[src/rtl/fft_vis_pkg.sv]
// Shared types and constants for the FFT bar scanner.
// Holds the scan FSM states, the magnitude shift constants and the start-retry timeout.
package fft_vis_pkg;

  typedef enum logic [2:0] {
    StIdle,
    StKick,
    StWaitLow,
    StWaitHigh,
    StScan,
    StDrain
  } scan_state_e;

  // mag ~= max + (min >> 2) + (min >> 3)
  localparam int unsigned AlphaShift = 2;
  localparam int unsigned BetaShift  = 3;

  // Cycles fft_done may stay high after a kick before the start is considered lost.
  localparam int unsigned WaitLowTimeout = 4;

endpackage

[src/rtl/mag_approx.sv]
// Two-stage alpha-max-beta-min magnitude approximation of a signed complex sample.
// Stage 1 registers saturating absolute values; stage 2 registers the combined magnitude.
module mag_approx
  import fft_vis_pkg::*;
#(
  parameter int unsigned DATA_WIDTH = 18
) (
  input  logic                         clk,
  input  logic                         rst,
  input  logic signed [DATA_WIDTH-1:0] data_r,
  input  logic signed [DATA_WIDTH-1:0] data_i,
  output logic        [DATA_WIDTH:0]   mag
);

  localparam int unsigned AbsW = DATA_WIDTH - 1;
  localparam int unsigned MagW = DATA_WIDTH + 1;

  logic [AbsW-1:0] abs_r_d, abs_i_d, abs_r_q, abs_i_q;
  logic [AbsW-1:0] mx, mn;
  logic [MagW-1:0] mag_d, mag_q;

  // The most negative input has no positive twin, so it clamps to the largest magnitude.
  function automatic logic [AbsW-1:0] abs_sat(input logic [DATA_WIDTH-1:0] x);
    logic [DATA_WIDTH-1:0] neg;
    if (!x[DATA_WIDTH-1]) begin
      return x[AbsW-1:0];
    end
    if (x[AbsW-1:0] == '0) begin
      return '1;
    end
    neg = ~x + 1'b1;
    return neg[AbsW-1:0];
  endfunction

  always_comb begin
    abs_r_d = abs_sat(data_r);
    abs_i_d = abs_sat(data_i);
  end

  always_comb begin
    mx    = (abs_r_q >= abs_i_q) ? abs_r_q : abs_i_q;
    mn    = (abs_r_q >= abs_i_q) ? abs_i_q : abs_r_q;
    mag_d = MagW'(mx) + MagW'(mn >> AlphaShift) + MagW'(mn >> BetaShift);
  end

  always_ff @(posedge clk or posedge rst) begin
    if (rst) begin
      abs_r_q <= '0;
      abs_i_q <= '0;
      mag_q   <= '0;
    end else begin
      abs_r_q <= abs_r_d;
      abs_i_q <= abs_i_d;
      mag_q   <= mag_d;
    end
  end

  assign mag = mag_q;

endmodule

[src/rtl/fft_bar_scanner.sv]
// Sweeps the FFT output bins after each transform, turning magnitudes into peak-hold bars
// with per-frame decay, and re-kicks the FFT so it runs back to back.
module fft_bar_scanner
  import fft_vis_pkg::*;
#(
  parameter int unsigned DATA_WIDTH = 18,
  parameter int unsigned ADDR_WIDTH = 5,
  parameter int unsigned BAR_BITS   = 8,
  parameter int unsigned MAG_SHIFT  = 10,
  parameter int unsigned DECAY      = 1
) (
  input  logic                         clk,
  input  logic                         rst,
  input  logic                         fft_done,
  output logic                         fft_start,
  output logic        [ADDR_WIDTH-2:0] vga_addr,
  input  logic signed [DATA_WIDTH-1:0] vga_data_r,
  input  logic signed [DATA_WIDTH-1:0] vga_data_i,
  input  logic                         frame_tick,
  input  logic        [ADDR_WIDTH-2:0] bar_rd_addr,
  output logic        [BAR_BITS-1:0]   bar_rd_data,
  output logic                         busy
);

  localparam int unsigned IdxW    = ADDR_WIDTH - 1;
  localparam int unsigned NumBins = 2 ** IdxW;
  localparam int unsigned MagW    = DATA_WIDTH + 1;
  localparam int unsigned HMax    = 2 ** BAR_BITS - 1;
  localparam int unsigned CntW    = $clog2(WaitLowTimeout);

  scan_state_e       state_q, state_d;
  logic [CntW-1:0]   wcnt_q, wcnt_d;
  logic [IdxW-1:0]   addr_d;
  logic              issue;

  // Valid/index pipeline tracking each bin from address issue to bar write.
  logic              v1_q, v2_q, v3_q;
  logic [IdxW-1:0]   idx1_q, idx2_q, idx3_q;

  logic [MagW-1:0]     mag;
  logic [MagW-1:0]     mag_sh;
  logic [BAR_BITS-1:0] h;

  logic [BAR_BITS-1:0] bar_q [NumBins];
  logic [BAR_BITS-1:0] bar_d [NumBins];
  logic [BAR_BITS-1:0] base  [NumBins];

  always_comb begin
    state_d = state_q;
    wcnt_d  = wcnt_q;
    addr_d  = vga_addr;
    issue   = 1'b0;
    unique case (state_q)
      StIdle: state_d = StKick;
      StKick: begin
        wcnt_d  = '0;
        state_d = StWaitLow;
      end
      StWaitLow: begin
        if (!fft_done) begin
          state_d = StWaitHigh;
        end else if (wcnt_q == CntW'(WaitLowTimeout - 1)) begin
          state_d = StKick;
        end else begin
          wcnt_d = wcnt_q + 1'b1;
        end
      end
      StWaitHigh: begin
        if (fft_done) begin
          state_d = StScan;
          addr_d  = '0;
        end
      end
      StScan: begin
        issue = 1'b1;
        if (vga_addr == IdxW'(NumBins - 1)) begin
          state_d = StDrain;
        end else begin
          addr_d = vga_addr + 1'b1;
        end
      end
      StDrain: begin
        if (!(v1_q || v2_q || v3_q)) begin
          state_d = StKick;
        end
      end
      default: state_d = StIdle;
    endcase
  end

  assign fft_start = (state_q == StKick);
  assign busy      = (state_q != StIdle);

  mag_approx #(
    .DATA_WIDTH (DATA_WIDTH)
  ) u_mag_approx (
    .clk    (clk),
    .rst    (rst),
    .data_r (vga_data_r),
    .data_i (vga_data_i),
    .mag    (mag)
  );

  always_comb begin
    mag_sh = mag >> MAG_SHIFT;
    h      = (mag_sh > MagW'(HMax)) ? BAR_BITS'(HMax) : mag_sh[BAR_BITS-1:0];
  end

  // Decay is applied before the peak compare, so a tick on a write edge still keeps the peak.
  always_comb begin
    for (int i = 0; i < NumBins; i++) begin
      base[i]  = bar_q[i];
      bar_d[i] = bar_q[i];
      if (frame_tick) begin
        base[i] = (bar_q[i] >= BAR_BITS'(DECAY)) ? bar_q[i] - BAR_BITS'(DECAY) : '0;
      end
      bar_d[i] = base[i];
      if (v3_q && (idx3_q == IdxW'(i)) && (h > base[i])) begin
        bar_d[i] = h;
      end
    end
  end

  assign bar_rd_data = bar_q[bar_rd_addr];

  always_ff @(posedge clk or posedge rst) begin
    if (rst) begin
      state_q  <= StIdle;
      wcnt_q   <= '0;
      vga_addr <= '0;
      v1_q     <= 1'b0;
      v2_q     <= 1'b0;
      v3_q     <= 1'b0;
      idx1_q   <= '0;
      idx2_q   <= '0;
      idx3_q   <= '0;
      for (int i = 0; i < NumBins; i++) begin
        bar_q[i] <= '0;
      end
    end else begin
      state_q  <= state_d;
      wcnt_q   <= wcnt_d;
      vga_addr <= addr_d;
      v1_q     <= issue;
      idx1_q   <= vga_addr;
      v2_q     <= v1_q;
      idx2_q   <= idx1_q;
      v3_q     <= v2_q;
      idx3_q   <= idx2_q;
      for (int i = 0; i < NumBins; i++) begin
        bar_q[i] <= bar_d[i];
      end
    end
  end

endmodule

[config.mk]
export PLATFORM = sky130hd
export DESIGN_NAME = fft_bar_scanner
export DESIGN_NICKNAME = d
export VERILOG_FILES = /design/src/rtl/fft_vis_pkg.sv /design/src/rtl/mag_approx.sv /design/src/rtl/fft_bar_scanner.sv
export SDC_FILE = /design/constraint.sdc
export NUM_CORES = 1
export LEC_CHECK = 0
export BUFFER_PORTS_ARGS = -buffer_cell sky130_fd_sc_hd__clkbuf_2
export CELL_PAD_IN_SITES_DETAIL_PLACEMENT = 0
export CELL_PAD_IN_SITES_GLOBAL_PLACEMENT = 1
export CORE_MARGIN = 3
export CORE_UTILIZATION = 35
export CTS_CLUSTER_SIZE = 16
export DETAILED_ROUTE_END_ITERATION = 10
export GPL_TIMING_DRIVEN = 0
export PLACE_DENSITY = 0.72
export SYNTH_ARGS = -nofsm -noshare
export SYNTH_HDL_FRONTEND = slang
export SYNTH_SLANG_ARGS = --single-unit
[constraint.sdc]
create_clock -name clk -period 5.9 [get_ports clk]
set_input_delay 0.59 -clock clk [delete_from_list [all_inputs] [get_ports clk]]
set_output_delay 0.59 -clock clk [all_outputs]
set_load 0.02 [all_outputs]
## Word level (Yosys, flattened, before mapping)

Index checks and enable logic that the tools add are counted.

| cells by class | value |
|---|---|
| reduce and logical (&&, ||, !) cells | 44 |
| bitwise operators | 3 |
| multiplexer cells | 79 |
| $lt $le $gt $ge | 35 |
| eq/ne operators | 29 |
| add/subtract/negate cells | 22 |

Operators by type and width:

| operator | count |
|---|---|
| $mux W8 | 51 |
| $mux W17 | 10 |
| $ge A8 B1 Y1 const B | 16 |
| $gt A8 B8 Y1 | 16 |
| $sub A8 B1 Y8 const B | 16 |
| $eq A4 B4 Y1 const B | 9 |
| $add A17 B1 Y17 const B | 2 |
| $logic_not A17 Y1 | 2 |
| $not A17 Y17 | 2 |
| $bmux W8 S4 | 1 |
| $logic_and A1 B1 Y1 | 32 |
| $add A19 B14 Y19 | 1 |
| $add A17 B15 Y18 | 1 |
| $pmux W3 S6 | 1 |
| $ge A17 B17 Y1 | 1 |
| $eq A4 B3 Y1 const B | 4 |
| $mux W3 | 5 |
| $ne A2 B2 Y1 const B | 6 |
| $gt A9 B8 Y1 const B | 1 |
| $eq A4 B2 Y1 const B | 2 |
| $mux W4 | 2 |
| $pmux W4 S2 | 1 |
| $eq A3 B2 Y1 const B | 2 |
| $eq A3 B3 Y1 const B | 2 |
| other kinds (18) | 26 |

| word-level totals | value |
|---|---|
| input bits | 44 |
| output and inout bits | 14 |
| logic and storage cells | 240 |
| register bits | 205 |

## Logic depth before layout (Yosys ltp)

| depth | value |
|---|---|
| depth after elaboration | 6 |
| depth in mapped cells | 30 |
| mapped depth without buffers | 29 |

## By module

Synthesis repeated with hierarchy kept, for this count alone.

| unflattened totals | value |
|---|---|
| cell total of the unflattened synthesis | 1,752 |
| area total of the unflattened synthesis | 16,893.7 um2 |

Modules (own cells, without submodules):

| module | instances | sequential area each (um2) | area an instance (um2) | cells each |
|---|---|---|---|---|
| fft_bar_scanner | 1 | 3,803.6 | 12,715.9 | 1,288 |
| mag_approx | 1 | 1,301.2 | 4,177.8 | 464 |

## Least setup slack after synthesis

OpenSTA, ideal clock, no wires.

| timing path | value |
|---|---|
| kind | reg2reg |
| from | register u_mag_approx.abs_i_q[12] |
| to | register u_mag_approx.mag_q[14], in the netlist u_mag_approx.mag[14] |
| arrival time | 6.133 ns |
| clock period less this slack | 6.256 ns |
| cell stages (with the launch flop) | 30 |
| slack | -0.356 ns |
| path buffers | 1 |
| data required time | 5.777 ns |
| library setup time | 0.123 ns |
| cells stage by stage | dfrtp_1 inv_1 ha_1 a21oi_1 o21a_1 o211ai_1 o21a_1 nor2_1 clkbuf_1 mux2_2 ha_1 a21o_1 a21oi_1 nand2b_1 a211oi_1 o31ai_1 nand2_1 a21oi_1 xnor2_1 ha_1 a2111oi_0 nand2_1 o22a_1 a21o_1 a21oi_1 nor2_1 a211o_1 or2_2 a211oi_1 nor2_1 |

| on the way | value |
|---|---|
| word-level cells in the longest chain between the ends | 4 |
| elaborated cells between the ends (all ways) | 5 |
| classes of those cells | add/sub: 2; order compare: 1; mux: 2 |

Ends and longest elaborated chain:

| element | line | RTL |
|---|---|---|
| start, declared | mag_approx.sv:18 | `logic [AbsW-1:0] abs_r_d, abs_i_d, abs_r_q, abs_i_q;` |
| start signal, assigned | mag_approx.sv:53 | `abs_i_q <= abs_i_d;` |
| $ge A17 B17 Y1 | mag_approx.sv:41, mag_approx.sv:42 |  |
| $mux W17 (on tied branches) | mag_approx.sv:41, mag_approx.sv:42 |  |
| $add A17 B15 Y18 | mag_approx.sv:43 | `mag_d = MagW'(mx) + MagW'(mn >> AlphaShift) + MagW'(mn >> BetaShift);` |
| $add A19 B14 Y19 (*) | mag_approx.sv:43 |  |
| named net u_mag_approx.mag_d[14] | mag_approx.sv:20 | `logic [MagW-1:0] mag_d, mag_q;` |
| end signal, assigned | mag_approx.sv:54 | `mag_q <= mag_d;` |
| end, declared | mag_approx.sv:20 |  |

Mark *: on every way through the listed nets, which the timed path passes. The rest lies on a longest branch.
A chain may end at the register's enable or synchronous reset.

## Final worst setup path

| timing path | value |
|---|---|
| from | register u_mag_approx.abs_i_q[12] |
| to | register u_mag_approx.mag_q[16], in the netlist u_mag_approx.mag[16] |

The elaborated chain is that of the path after synthesis.

==> load_flow_metrics.sql <==
INSERT INTO impl_metrics (metric_group, metric, value, unit) VALUES
('outcome', 'outcome', 'finished with violations', ''),
('outcome', 'failing_checks', 'max-capacitance violations, max-slew violations', ''),
('setup_path', 'crit_path_start', 'u_mag_approx.abs_i_q[12]$_DFF_PP0_', ''),
('setup_path', 'timing.critical_path.mode_cell', 'sky130_fd_sc_hd__a21oi_2', ''),
('setup_path', 'slowest_delay', '0.40', 'ns'),
('clock_tree', 'htree_levels', '4', ''),
('pwr', 'ir_drop', '253', 'uV'),
('sta', 'timing.max_slew.rel_slack', '-0.00839', ''),
('clock_tree', 'clock_sink_count', '195', ''),
('floorplanning', 'floorplan.die.width', '221', 'um'),
('logic_synthesis', 'syn_area', '16100', 'um2'),
('floorplanning', 'ioPinCount', '58', ''),
('logic_synthesis', 'synth.top_cells.by_area', 'sky130_fd_sc_hd__dfrtp_1, sky130_fd_sc_hd__ha_1, sky130_fd_sc_hd__mux4_2, sky130_fd_sc_hd__a21oi_1, sky130_fd_sc_hd__nand2_1', ''),
('clock_tree', 'cts_hold_buffers', '0', ''),
('setup_path', 'type_of_the_worst_setup_path', 'reg2reg', ''),
('logic_synthesis', 'synth.top_cell.area_share', '0.303', ''),
('grt', 'first_global_vias', '13700', ''),
('logic_synthesis', 'syn-num-nets', '2060', ''),
('detailed_routing', 'postRouteAntennaNets', '0', ''),
('placement', 'place.port_buffers', '51', ''),
('detailed_routing', 'initialDrtViolationCount', '980', ''),
('sta', 'report.final.setup_viol', '0', ''),
('sta', 'worst_clock_skew', '0.0137', 'ns'),
('finish', 'final_layout_size_suffix_gt1_frac', '0.126', ''),
('grt', 'grt_pass1_wl', '77800', 'um'),
('logic_synthesis', 'avgSynthCellArea', '8.92', 'um2'),
('setup_path', 'signal_arrival_time_at_the_worst_endpoint', '6.09', 'ns'),
('setup_path', 'reg2reg_from', 'u_mag_approx.abs_i_q[12]$_DFF_PP0_', ''),
('sta', 'final.period_utilization', '0.967', ''),
('sta', 'fin_hold_ws', '0.204', 'ns'),
('logic_synthesis', 'postSynth.asyncResetShare', '1.00', ''),
('setup_path', 'cp-start-kind', 'flop', ''),
('finish', 'post_layout_nonfiller_instances', '2517', ''),
('detailed_routing', 'dr_wl_met3', '3010', 'um'),
('worst_hold_path', 'kind_of_path_behind_the_tightest_hold_check', 'in2async', ''),
('logic_synthesis', 'ys_dominant_reg_cell', 'sky130_fd_sc_hd__dfrtp_1', ''),
('finish', 'number_of_nets_in_the_layout', '2157', ''),
('pwr', 'power.density', '472', 'nW/um2'),
('detailed_routing', 'drc', '0', ''),
('logic_synthesis', 'post-synth-top-count-cell', 'sky130_fd_sc_hd__ha_1', ''),
('detailed_routing', 'route.detailed.wl_per_inst', '19.8', 'um'),
('clock_tree', 'worst_setup_hold_path_clk_slew', '0.07', 'ns'),
('clock_tree', 'cts_tree', 'done', ''),
('sta', 'final.min_clock_period', '5.70', 'ns'),
('detailed_routing', 'num_vias', '14000', ''),
('grt', 'gr-total-overflow', '0', ''),
('sta', 'timing_max_transition_violations_final', '11', ''),
('logic_synthesis', 'synthTopCellsByCount', 'sky130_fd_sc_hd__ha_1, sky130_fd_sc_hd__nand2_1, sky130_fd_sc_hd__dfrtp_1', ''),
('logic_synthesis', 'synth_seq_cells', '195', ''),
('grt', 'grt_antenna_before_repair', '1', ''),
('clock_tree', 'insertion_delay', '0.47', 'ns'),
('logic_synthesis', 'yosysSeqAreaShare', '0.303', ''),
('logic_synthesis', 'netlist.top_cell.by_area', 'sky130_fd_sc_hd__dfrtp_1', ''),
('floorplanning', 'die_height', '221', 'um'),
('clock_tree', 'clock_tree.buffer_depth', '2', ''),
('logic_synthesis', 'synth_edf_count', '0', ''),
('floorplanning', 'start_util', '0.355', ''),
('setup_path', 'setup.worst_path.end_class', 'flop', ''),
('setup_path', 'cp_slowest_cell', 'sky130_fd_sc_hd__dfrtp_1', ''),
('grt', 'pin_count_of_the_biggest_net_entering_global_routing', '44', ''),
('grt', 'groute.usage.overall', '0.207', ''),
('floorplanning', 'die_footprint', '48700', 'um2'),
('finish', 'flow.area_growth_from_synthesis', '13.5', '%'),
('detailed_routing', 'post_drt_via_cell_ratio', '5.55', ''),
('floorplanning', 'rows', '78', ''),
('detailed_routing', 'met2_wirelength', '23700', 'um'),
('clock_tree', 'tritoncts.num_buffers', '17', ''),
('sta', 'maxClockFrequency', '175', 'MHz'),
('sta', 'timing_worst_slew_pin_value', '1.51', 'ns'),
('floorplanning', 'core_area', '45500', 'um2'),
('run', 'max_cap_violations', '1', '');
==> registers in the layout (all words and copies together) (netlist names), 2 cells and up <==
signal / flops
bar_q: 128
idx1_q: 4
idx2_q: 4
idx3_q: 4
state_q: 3
u_mag_approx.abs_i_q: 17
u_mag_approx.abs_r_q: 17
u_mag_approx.mag: 9
vga_addr: 4
wcnt_q: 2
==> where the power goes <==
part / internal, W / switching (W) / leakage, nW
logic: 0.00218 / 0.00276 / 5.29
clock network: 0.000619 / 0.000568 / 0.289
registers: 0.00184 / 0.000677 / 2.39
==> cell families (layout without fill, tap and decap cells) <==
group           Yosys count  count (layout)  synth area share
xor+xnor                 84              84            0.0456
fa+ha+maj               209             209             0.163
buf+inv                 138             248            0.0337
flops                   195             195             0.303
compound gates          383             383             0.136
mux                     131             131             0.114
simple gates            666             666             0.205
other cells               1               1          0.000233
==> routing by layer <==
layer / track usage / vias to the layer above
li1: - / 6764
met1: 0.262 / 6687
met2: 0.352 / 411
met3: 0.0442 / 104
met4: 0.0682 / 2
met5: 0 / -
==> area by class of cell <==
cell class | instances | area (um2) | share of cell area
Multi-Input combinational cell | 1474 | 11000 | 0.599
Sequential cell | 195 | 4880 | 0.267
Tap cell | 600 | 751 | 0.0410
Timing Repair Buffer | 78 | 541 | 0.0295
Clock buffer | 19 | 453 | 0.0248
Buffer | 65 | 289 | 0.0158
Inverter | 72 | 274 | 0.0150
Clock inverter | 13 | 139 | 0.00759
Timing Repair inverter | 1 | 5.00 | 0.000274
==> cells in the final DEF (no fill, tap or decap), drive strengths merged, types with 40 or more instances in the layout <==
cell type | netlist | final
mux4 | 40 | 40
clkbuf | 54 | 120
a21oi | 161 | 161
ha | 208 | 208
nand2 | 203 | 203
nor2 | 131 | 131
xor2 | 47 | 47
mux2i | 64 | 64
inv | 67 | 72
nor3 | 71 | 71
dfrtp | 195 | 195
o21ai | 120 | 120
buf | 12 | 42
==> metrics by stage <==
stage | utilization | setup slack, ns | total power, W | area, um2
after floorplan | - | 0.0226 | 0.00577 | 16100
after CTS | 0.398 | 0.00993 | 0.00853 | 18100
after global placement | 0.377 | -0.812 | 0.00701 | 17100
after detailed placement | 0.380 | -0.831 | 0.00720 | 17300
final | 0.402 | 0.198 | 0.00864 | 18300
after global routing | 0.402 | -0.110 | 0.00944 | 18300
==> final timing paths <==
check                                                          to  slack [ns]  cells after the start
worst max register to register     u_mag_approx.mag[16]$_DFF_PP0_        0.20                     29
min in group clk                u_mag_approx.abs_r_q[0]$_DFF_PP0_        0.35                      3
max in group asynchronous                     bar_q[67]$_DFF_PP0_        4.56                      5
worst min-delay path                         bar_q[102]$_DFF_PP0_        0.20                      2
worst min register to register                idx3_q[3]$_DFF_PP0_        0.35                      0
worst max-delay path               u_mag_approx.mag[16]$_DFF_PP0_        0.20                     29
==> worst max-delay path: cells and delay by family (launching register included) <==
kind	cells	cell delay, ns
AO/OA/AOI/OAI	15	3.04
adder cells (fa/ha/maj)	3	0.71
AND/OR/NAND/NOR	6	0.65
flip-flops	1	0.40
multiplexers	1	0.32
XOR/XNOR	2	0.28
buffers and inverters	2	0.22
==> what timing repair did <==
| item | 4_1_cts | 5_1_grt |
|---|---|---|
| pin swaps | 13 | 27 |
| setup buffers | 12 | 7 |
| endpoints found under the setup margin | 7 | 6 |
| endpoints found under the hold margin | 0 | 0 |
| gates cloned | 0 | 1 |
| gates resized for setup | 32 | 31 |
Note: power is estimated with default switching activity, not from simulation.
